## src/rtl/pipe_ctrl_unit.sv

```systemverilog
// rtl/pipe_ctrl_unit.sv - pipelined MIPS control: decode, stage control words, hazard stall and forwarding
//
// Ports:
//   clk, reset                 clock, synchronous active-high reset
//   instr_d[31:0]              instruction currently in D
//   stall                      freeze PC and IF/ID, bubble into D/E
//   npcop_d, branch_d, isbeq_d, extop_d      D-stage decode (combinational on instr_d)
//   aluop_e, alusrc_e, md_start_e            E-stage control word
//   md_busy                    mult/div busy counter non-zero
//   memwrite_m                 M-stage store enable
//   regwrite_w, memtoreg_w, a3_w             W-stage write-back control
//   fwd_rs_d, fwd_rt_d, fwd_rs_e, fwd_rt_e   forwarding selects: 0 none, 1 from M, 2 from W
module pipe_ctrl_unit #(
    parameter int EN_MD    = 1,
    parameter int MULT_CYC = 5,
    parameter int DIV_CYC  = 10
) (
    input  logic        clk,
    input  logic        reset,
    input  logic [31:0] instr_d,
    output logic        stall,
    output logic [1:0]  npcop_d,
    output logic        branch_d,
    output logic        isbeq_d,
    output logic [1:0]  extop_d,
    output logic [2:0]  aluop_e,
    output logic [1:0]  alusrc_e,
    output logic [1:0]  md_start_e,
    output logic        md_busy,
    output logic        memwrite_m,
    output logic        regwrite_w,
    output logic [1:0]  memtoreg_w,
    output logic [4:0]  a3_w,
    output logic [1:0]  fwd_rs_d,
    output logic [1:0]  fwd_rt_d,
    output logic [1:0]  fwd_rs_e,
    output logic [1:0]  fwd_rt_e
);

    localparam logic [5:0] OP_RTYPE = 6'h00;
    localparam logic [5:0] OP_J     = 6'h02;
    localparam logic [5:0] OP_JAL   = 6'h03;
    localparam logic [5:0] OP_BEQ   = 6'h04;
    localparam logic [5:0] OP_ORI   = 6'h0d;
    localparam logic [5:0] OP_LUI   = 6'h0f;
    localparam logic [5:0] OP_LW    = 6'h23;
    localparam logic [5:0] OP_SW    = 6'h2b;

    localparam logic [5:0] FN_JR    = 6'h08;
    localparam logic [5:0] FN_MFHI  = 6'h10;
    localparam logic [5:0] FN_MFLO  = 6'h12;
    localparam logic [5:0] FN_MULT  = 6'h18;
    localparam logic [5:0] FN_DIV   = 6'h1a;
    localparam logic [5:0] FN_ADDU  = 6'h21;
    localparam logic [5:0] FN_SUBU  = 6'h23;

    localparam logic [2:0] ALU_ADD  = 3'd0;
    localparam logic [2:0] ALU_SUB  = 3'd1;
    localparam logic [2:0] ALU_OR   = 3'd2;
    localparam logic [2:0] ALU_LUI  = 3'd3;

    // rs/rt are carried only when the instruction actually reads them (0 otherwise),
    // so unused register fields never produce stalls or forwarding.
    typedef struct packed {
        logic [4:0] rs;
        logic [4:0] rt;
        logic [4:0] a3;
        logic       regwrite;
        logic [1:0] tnew;
        logic [2:0] aluop;
        logic [1:0] alusrc;
        logic [1:0] md;
        logic       memwrite;
        logic [1:0] memtoreg;
    } e_ctrl_t;

    typedef struct packed {
        logic [4:0] a3;
        logic       regwrite;
        logic [1:0] tnew;
        logic       memwrite;
        logic [1:0] memtoreg;
    } m_ctrl_t;

    typedef struct packed {
        logic [4:0] a3;
        logic       regwrite;
        logic [1:0] memtoreg;
    } w_ctrl_t;

    logic [5:0] op;
    logic [5:0] fn;
    logic [4:0] rs_f;
    logic [4:0] rt_f;
    logic [4:0] rd_f;
    logic       unused_shamt;

    e_ctrl_t    dec;
    logic [1:0] tuse_rs;
    logic [1:0] tuse_rt;
    logic       is_md_d;

    e_ctrl_t    e_q, e_d;
    m_ctrl_t    m_q, m_d;
    w_ctrl_t    w_q, w_d;
    logic [3:0] cnt_q, cnt_d;

    logic       data_stall;
    logic       md_stall;

    assign op           = instr_d[31:26];
    assign fn           = instr_d[5:0];
    assign rs_f         = instr_d[25:21];
    assign rt_f         = instr_d[20:16];
    assign rd_f         = instr_d[15:11];
    assign unused_shamt = ^instr_d[10:6];

    always_comb begin
        dec      = '0;
        tuse_rs  = 2'd0;
        tuse_rt  = 2'd0;
        is_md_d  = 1'b0;
        npcop_d  = 2'd0;
        branch_d = 1'b0;
        extop_d  = 2'd0;
        case (op)
            OP_RTYPE: begin
                case (fn)
                    FN_ADDU, FN_SUBU: begin
                        dec.rs       = rs_f;
                        dec.rt       = rt_f;
                        tuse_rs      = 2'd1;
                        tuse_rt      = 2'd1;
                        dec.a3       = rd_f;
                        dec.regwrite = 1'b1;
                        dec.tnew     = 2'd1;
                        dec.aluop    = (fn == FN_SUBU) ? ALU_SUB : ALU_ADD;
                    end
                    FN_JR: begin
                        dec.rs   = rs_f;
                        tuse_rs  = 2'd0;
                        npcop_d  = 2'd3;
                        branch_d = 1'b1;
                    end
                    FN_MULT, FN_DIV: begin
                        if (EN_MD != 0) begin
                            dec.rs  = rs_f;
                            dec.rt  = rt_f;
                            tuse_rs = 2'd1;
                            tuse_rt = 2'd1;
                            dec.md  = (fn == FN_MULT) ? 2'd1 : 2'd2;
                            is_md_d = 1'b1;
                        end
                    end
                    FN_MFHI, FN_MFLO: begin
                        if (EN_MD != 0) begin
                            dec.a3       = rd_f;
                            dec.regwrite = 1'b1;
                            dec.tnew     = 2'd1;
                            dec.memtoreg = 2'd3;
                            is_md_d      = 1'b1;
                        end
                    end
                    default: ;
                endcase
            end
            OP_ORI: begin
                dec.rs       = rs_f;
                tuse_rs      = 2'd1;
                dec.a3       = rt_f;
                dec.regwrite = 1'b1;
                dec.tnew     = 2'd1;
                dec.aluop    = ALU_OR;
                dec.alusrc   = 2'd1;
            end
            OP_LW: begin
                dec.rs       = rs_f;
                tuse_rs      = 2'd1;
                dec.a3       = rt_f;
                dec.regwrite = 1'b1;
                dec.tnew     = 2'd2;
                dec.alusrc   = 2'd1;
                dec.memtoreg = 2'd1;
                extop_d      = 2'd1;
            end
            OP_SW: begin
                dec.rs       = rs_f;
                dec.rt       = rt_f;
                tuse_rs      = 2'd1;
                tuse_rt      = 2'd2;
                dec.alusrc   = 2'd1;
                dec.memwrite = 1'b1;
                extop_d      = 2'd1;
            end
            OP_BEQ: begin
                dec.rs   = rs_f;
                dec.rt   = rt_f;
                npcop_d  = 2'd1;
                branch_d = 1'b1;
                extop_d  = 2'd1;
            end
            OP_LUI: begin
                dec.a3       = rt_f;
                dec.regwrite = 1'b1;
                dec.tnew     = 2'd1;
                dec.aluop    = ALU_LUI;
                dec.alusrc   = 2'd1;
                extop_d      = 2'd2;
            end
            OP_JAL: begin
                dec.a3       = 5'd31;
                dec.regwrite = 1'b1;
                dec.tnew     = 2'd0;
                dec.memtoreg = 2'd2;
                npcop_d      = 2'd2;
                branch_d     = 1'b1;
            end
            OP_J: begin
                npcop_d  = 2'd2;
                branch_d = 1'b1;
            end
            default: ;
        endcase
    end

    assign isbeq_d = (op == OP_BEQ);

    // A producer blocks a consumer only if its result is not ready by the time the consumer needs it.
    function automatic logic raw_hazard(input logic [4:0] r, input logic [1:0] tuse,
                                        input logic [4:0] a3, input logic rw, input logic [1:0] tnew);
        return (r != 5'd0) && (r == a3) && rw && (tuse < tnew);
    endfunction

    // M wins over W because it holds the younger value of the register.
    function automatic logic [1:0] fwd_sel(input logic [4:0] r,
                                           input logic [4:0] a3m, input logic rwm, input logic [1:0] tnewm,
                                           input logic [4:0] a3w, input logic rww);
        if (r == 5'd0) begin
            return 2'd0;
        end else if ((r == a3m) && rwm && (tnewm == 2'd0)) begin
            return 2'd1;
        end else if ((r == a3w) && rww) begin
            return 2'd2;
        end
        return 2'd0;
    endfunction

    assign data_stall = raw_hazard(dec.rs, tuse_rs, e_q.a3, e_q.regwrite, e_q.tnew)
                      | raw_hazard(dec.rt, tuse_rt, e_q.a3, e_q.regwrite, e_q.tnew)
                      | raw_hazard(dec.rs, tuse_rs, m_q.a3, m_q.regwrite, m_q.tnew)
                      | raw_hazard(dec.rt, tuse_rt, m_q.a3, m_q.regwrite, m_q.tnew);

    // An op issuing from E this cycle counts as busy even though the counter loads only at the edge.
    assign md_stall = is_md_d & (md_busy | (e_q.md != 2'd0));
    assign stall    = ~reset & (data_stall | md_stall);
    assign md_busy  = (cnt_q != 4'd0);

    assign fwd_rs_d = reset ? 2'd0 : fwd_sel(dec.rs, m_q.a3, m_q.regwrite, m_q.tnew, w_q.a3, w_q.regwrite);
    assign fwd_rt_d = reset ? 2'd0 : fwd_sel(dec.rt, m_q.a3, m_q.regwrite, m_q.tnew, w_q.a3, w_q.regwrite);
    assign fwd_rs_e = reset ? 2'd0 : fwd_sel(e_q.rs, m_q.a3, m_q.regwrite, m_q.tnew, w_q.a3, w_q.regwrite);
    assign fwd_rt_e = reset ? 2'd0 : fwd_sel(e_q.rt, m_q.a3, m_q.regwrite, m_q.tnew, w_q.a3, w_q.regwrite);

    always_comb begin
        e_d          = stall ? '0 : dec;
        m_d.a3       = e_q.a3;
        m_d.regwrite = e_q.regwrite;
        m_d.tnew     = (e_q.tnew == 2'd0) ? 2'd0 : e_q.tnew - 2'd1;
        m_d.memwrite = e_q.memwrite;
        m_d.memtoreg = e_q.memtoreg;
        w_d.a3       = m_q.a3;
        w_d.regwrite = m_q.regwrite;
        w_d.memtoreg = m_q.memtoreg;
        if (e_q.md == 2'd1) begin
            cnt_d = 4'(MULT_CYC);
        end else if (e_q.md == 2'd2) begin
            cnt_d = 4'(DIV_CYC);
        end else if (cnt_q != 4'd0) begin
            cnt_d = cnt_q - 4'd1;
        end else begin
            cnt_d = 4'd0;
        end
    end

    always_ff @(posedge clk) begin
        if (reset) begin
            e_q   <= '0;
            m_q   <= '0;
            w_q   <= '0;
            cnt_q <= 4'd0;
        end else begin
            e_q   <= e_d;
            m_q   <= m_d;
            w_q   <= w_d;
            cnt_q <= cnt_d;
        end
    end

    assign aluop_e    = e_q.aluop;
    assign alusrc_e   = e_q.alusrc;
    assign md_start_e = e_q.md;
    assign memwrite_m = m_q.memwrite;
    assign regwrite_w = w_q.regwrite;
    assign memtoreg_w = w_q.memtoreg;
    assign a3_w       = w_q.a3;

endmodule
```

## config.mk

```make
export PLATFORM = sky130hd
export DESIGN_NAME = pipe_ctrl_unit
export DESIGN_NICKNAME = d
export VERILOG_FILES = /design/src/rtl/pipe_ctrl_unit.sv
export SDC_FILE = /design/constraint.sdc
export NUM_CORES = 1
export LEC_CHECK = 0
export CAP_MARGIN = 20
export CORE_MARGIN = 5
export CORE_UTILIZATION = 40
export CTS_CLUSTER_DIAMETER = 80
export DETAILED_ROUTE_END_ITERATION = 8
export PLACE_DENSITY_LB_ADDON = 0.12
export RECOVER_POWER = 50
export SETUP_SLACK_MARGIN = 0.05
export SYNTH_ARGS = -nofsm -noshare
export SYNTH_HDL_FRONTEND = slang
export SYNTH_SLANG_ARGS = --single-unit
```

## constraint.sdc

```tcl
create_clock -name clk -period 4.5 [get_ports clk]
set_input_delay 0.9 -clock clk [delete_from_list [all_inputs] [get_ports clk]]
set_output_delay 0.9 -clock clk [all_outputs]
set_load 0.1 [all_outputs]
```

==> impl_metrics.csv, run 1 <==
group,metric,value,unit
grt,overflow,0,
sta,fin_skew,0.0104,ns
place,dp_hpwl,6240,µm
power_and_ir_drop,power.switching,0.000227,W
clock_tree,cts_tree,"yes",
finish,final-seq-area,981,µm²
drt,drc,0,
sta,fin_tns_setup,0,ns
finish,drive_above_1_share,0.159,
setup_path,critPathLaunch,"instr_d[31]",
grt,grt_max_degree,53,
sta,hold_violations,0,
setup_path,worstSetupEndpointType,"output port",
grt,grt_pass1_vias,2787,
yosys,synth_warnings,0,
grt,antenna_found_initial,0,
clock_tree,cts_buffers,5,
power_and_ir_drop,power.leakage,1.51,nW
sta,worst_pin_slew,2.36,ns
power_and_ir_drop,p_sw_frac,0.275,
drt,drtIter0Drc,147,
clock_tree,htreeDepth,2,
yosys,synth_cells,368,
die,placementRows,32,
yosys,avgSynthCellArea,8.44,µm²
sta,fin_crit_sh,0.954,
sta,fin_crit,4.29,ns
die,dieArea,0.00963,mm²
power_and_ir_drop,pwr-share-comb,0.150,
die,die_w,98.1,µm
finish,multi_input_area,0.00190,mm²
power_and_ir_drop,internal-power,0.000600,W
yosys,synth_edf_count,0,
status,violations,"max-capacitance violations, max-slew violations",
drt,wl_per_cell,16.0,µm
grt,grt_pass1_wl,13700,µm
yosys,post_synth_num_cell_types,62,
sta,slew_headroom,-0.572,
setup_path,r2r-start,"m_q[6]$_SDFF_PP0_",
drt,vias,2759,
grt,grtUsageTotal,0.174,
sta,fmax,0.233,GHz
setup_path,path_common_cell,"inv_1",
power_and_ir_drop,power.density,212,mW/mm²
drt,via_per_inst,5.33,
hold_path,hold_start,"e_q[0]$_SDFF_PP0_",
finish,n_antenna_cell,0,
clock_tree,cts_sinks,49,
status,status,"complete, but fails checks",
place,portBuffers,58,
setup_path,cp.required,3.60,ns
clock_tree,clock_tree.root_cell,"clkbuf_8",
drt,drt_wl_total,8300,µm
run,maxCapViolCount,1,
die,coreArea,0.00765,mm²
finish,final_cell_mix,"49 x dfxtp_1, 34 x nor2_1, 27 x buf_4, 25 x xnor2_1, 24 x clkdlybuf4s50_1",
power_and_ir_drop,p_seq_frac,0.532,
die,dieHeight,98.1,µm
yosys,yosysSeqAreaShare,0.316,
setup_path,crit_path_max_incr_delay,0.52,ns
setup_path,startpoint_type,"input pin",
sta,drv_slew,53,
sta,hold-worst-slack,0.449,ns
finish,area_growth,25.4,%
clock_tree,insertion_delay,0.30,ns
drt,antenna_left,0,
clock_tree,clock_path_buffers,2,
setup_path,slowest_stage,"clkdlybuf4s50_1",
setup_path,path_cells,"clkdlybuf4s50_1 -> and3b_1 -> nand3_1 -> inv_1 -> ha_1 -> inv_1 -> o2111a_1 -> or4_1 -> o21ba_2 -> buf_12",
die,ios,66,
place,place_congestion,0.865,
clock_tree,clk_pin_slew,0.09,ns
power_and_ir_drop,clkPwrFrac,0.318,
setup_path,cp_max_fo,6,
setup_path,critPathKind,"in2out",
finish,layout_commonest_cell,"dfxtp_1",
yosys,synth_ff_type,"dfxtp_1",
sta,rsz0062_at_grt,"yes",
power_and_ir_drop,max-vdd-ir-drop,0.000123,V
yosys,synthArstFlopShare,0,
finish,nFillCells,746,
yosys,syn-cell-area,0.00311,mm²
setup_path,worstPathArrival,3.39,ns
hold_path,hold_path.class,"reg2reg",
drt,first_pass_iters,4,
die,start_util,0.406,
yosys,ys_ff_latch,49,
finish,nets,452,
sta,setup-violations-final,0,
-- synth_stat cells (3+ instances only) --
cell type / instances / area share
a21oi_1: 11 / 0.018
nand2_1: 14 / 0.017
o21ai_0: 4 / 0.0064
a31oi_1: 6 / 0.012
nand4_1: 4 / 0.0081
nand2b_1: 10 / 0.020
buf_6: 4 / 0.014
xor2_1: 14 / 0.039
nor3_1: 20 / 0.032
nor4_2: 11 / 0.044
clkbuf_1: 16 / 0.019
a221oi_1: 3 / 0.0085
o21a_1: 6 / 0.014
and3_1: 3 / 0.0060
buf_4: 9 / 0.022
xnor2_1: 25 / 0.070
nor4bb_1: 3 / 0.0097
and2_1: 3 / 0.0060
or4_1: 5 / 0.012
nor2b_1: 17 / 0.034
nand3b_1: 7 / 0.017
inv_1: 15 / 0.018
dfxtp_1: 49 / 0.32
nor2_1: 34 / 0.041
buf_2: 4 / 0.0064
nor4_1: 7 / 0.014
nand3_1: 10 / 0.016
ha_1: 3 / 0.012
maj3_1: 4 / 0.013
buf_1: 4 / 0.0048
nor4b_1: 5 / 0.014
-- flip-flops by register name, indices dropped and copies added (netlist names), 2 cells and up --
signal / count
cnt_q: 4
memtoreg_w: 2
aluop_e: 2
a3_w: 5
m_q: 10
e_q: 21
md_start_e: 2
-- layer usage --
| layer | share of wire | vias up | global-route usage |
|---|---|---|---|
| li1 | - | 1393 | - |
| met1 | 0.46 | 1295 | 0.216 |
| met2 | 0.48 | 63 | 0.306 |
| met3 | 0.045 | 8 | 0.0357 |
| met4 | 0.014 | 0 | 0.0452 |
| met5 | 0 | - | 0 |
-- path summary, 6_finish.rpt --
check / slack, ns / to / cells past startpoint
worst max register to register: 2.21 / e_q[10]$_SDFF_PP0_ / 6
worst max-delay path: 0.21 / stall / 10
worst min register to register: 0.45 / m_q[0]$_SDFF_PP0_ / 1
worst min-delay path: 0.45 / m_q[0]$_SDFF_PP0_ / 1
-- layout make-up --
cell class | instances | area share
flip-flops and latches | 49 | 0.252
multi-input cells | 268 | 0.488
clock inverters | 3 | 0.00546
inverters | 15 | 0.0145
repair buffers | 76 | 0.190
well taps | 102 | 0.0328
clock buffers | 5 | 0.0177
-- cell families (layout without fill, tap and decap cells) --
kind of cell,count (synthesis),in the layout,synth area share
buf+inv,52,99,0.0850
fa+ha+maj,7,7,0.0250
xor+xnor,39,39,0.110
other cells,1,2,0.00121
simple gates,166,166,0.337
flops,49,49,0.316
compound gates,54,54,0.126
-- worst max-delay path: cells and delay by family --
kind | cells | cell delay (ns)
fa+ha+maj | 1 | 0.30
compound gates | 2 | 0.49
simple gates | 3 | 0.89
buf+inv | 4 | 0.81
-- power groups by stage --
stage / logic [W] / registers (W) / clock network (W)
final: 0.000124 / 0.000440 / 0.000263
after CTS: 0.000123 / 0.000440 / 0.000271
after global routing: 0.000134 / 0.000440 / 0.000287
after floorplan: 0.0000744 / 0.000450 / 0
after global placement: 0.000122 / 0.000450 / 0
after detailed placement: 0.000122 / 0.000450 / 0
-- timing repair --
item | 4_1_cts | 5_1_grt
endpoints found under the setup margin | 0 | 3
buffers inserted | 0 | 3
resized for setup | 0 | 7
hold buffers | 0 | 0
-- through the flow --
stage | setup WS [ns] | cell area (µm²) | utilization | power (W) | instances
floorplan | 0.0907 | 3130 | - | 0.000525 | 369
global placement | 0.224 | 3760 | 0.492 | 0.000572 | 507
detailed placement | 0.204 | 3760 | 0.492 | 0.000573 | 507
CTS | 0.203 | 3850 | 0.503 | 0.000833 | 515
global route | 0.0356 | 3890 | 0.509 | 0.000861 | 518
finish | 0.208 | 3890 | 0.509 | 0.000827 | 518
(Power assumes the default switching activity.)
==> inputs of run 2 (changes only) <==
--- a/config.mk
+++ b/config.mk
@@ -13,6 +13,7 @@
 export PLACE_DENSITY_LB_ADDON = 0.12
 export RECOVER_POWER = 50
 export SETUP_SLACK_MARGIN = 0.05
+export SKIP_LAST_GASP = 1
 export SYNTH_ARGS = -nofsm -noshare
 export SYNTH_HDL_FRONTEND = slang
 export SYNTH_SLANG_ARGS = --single-unit
==> results of run 2 <==
Final layout, timing and power as in run 1 (identical DEF).
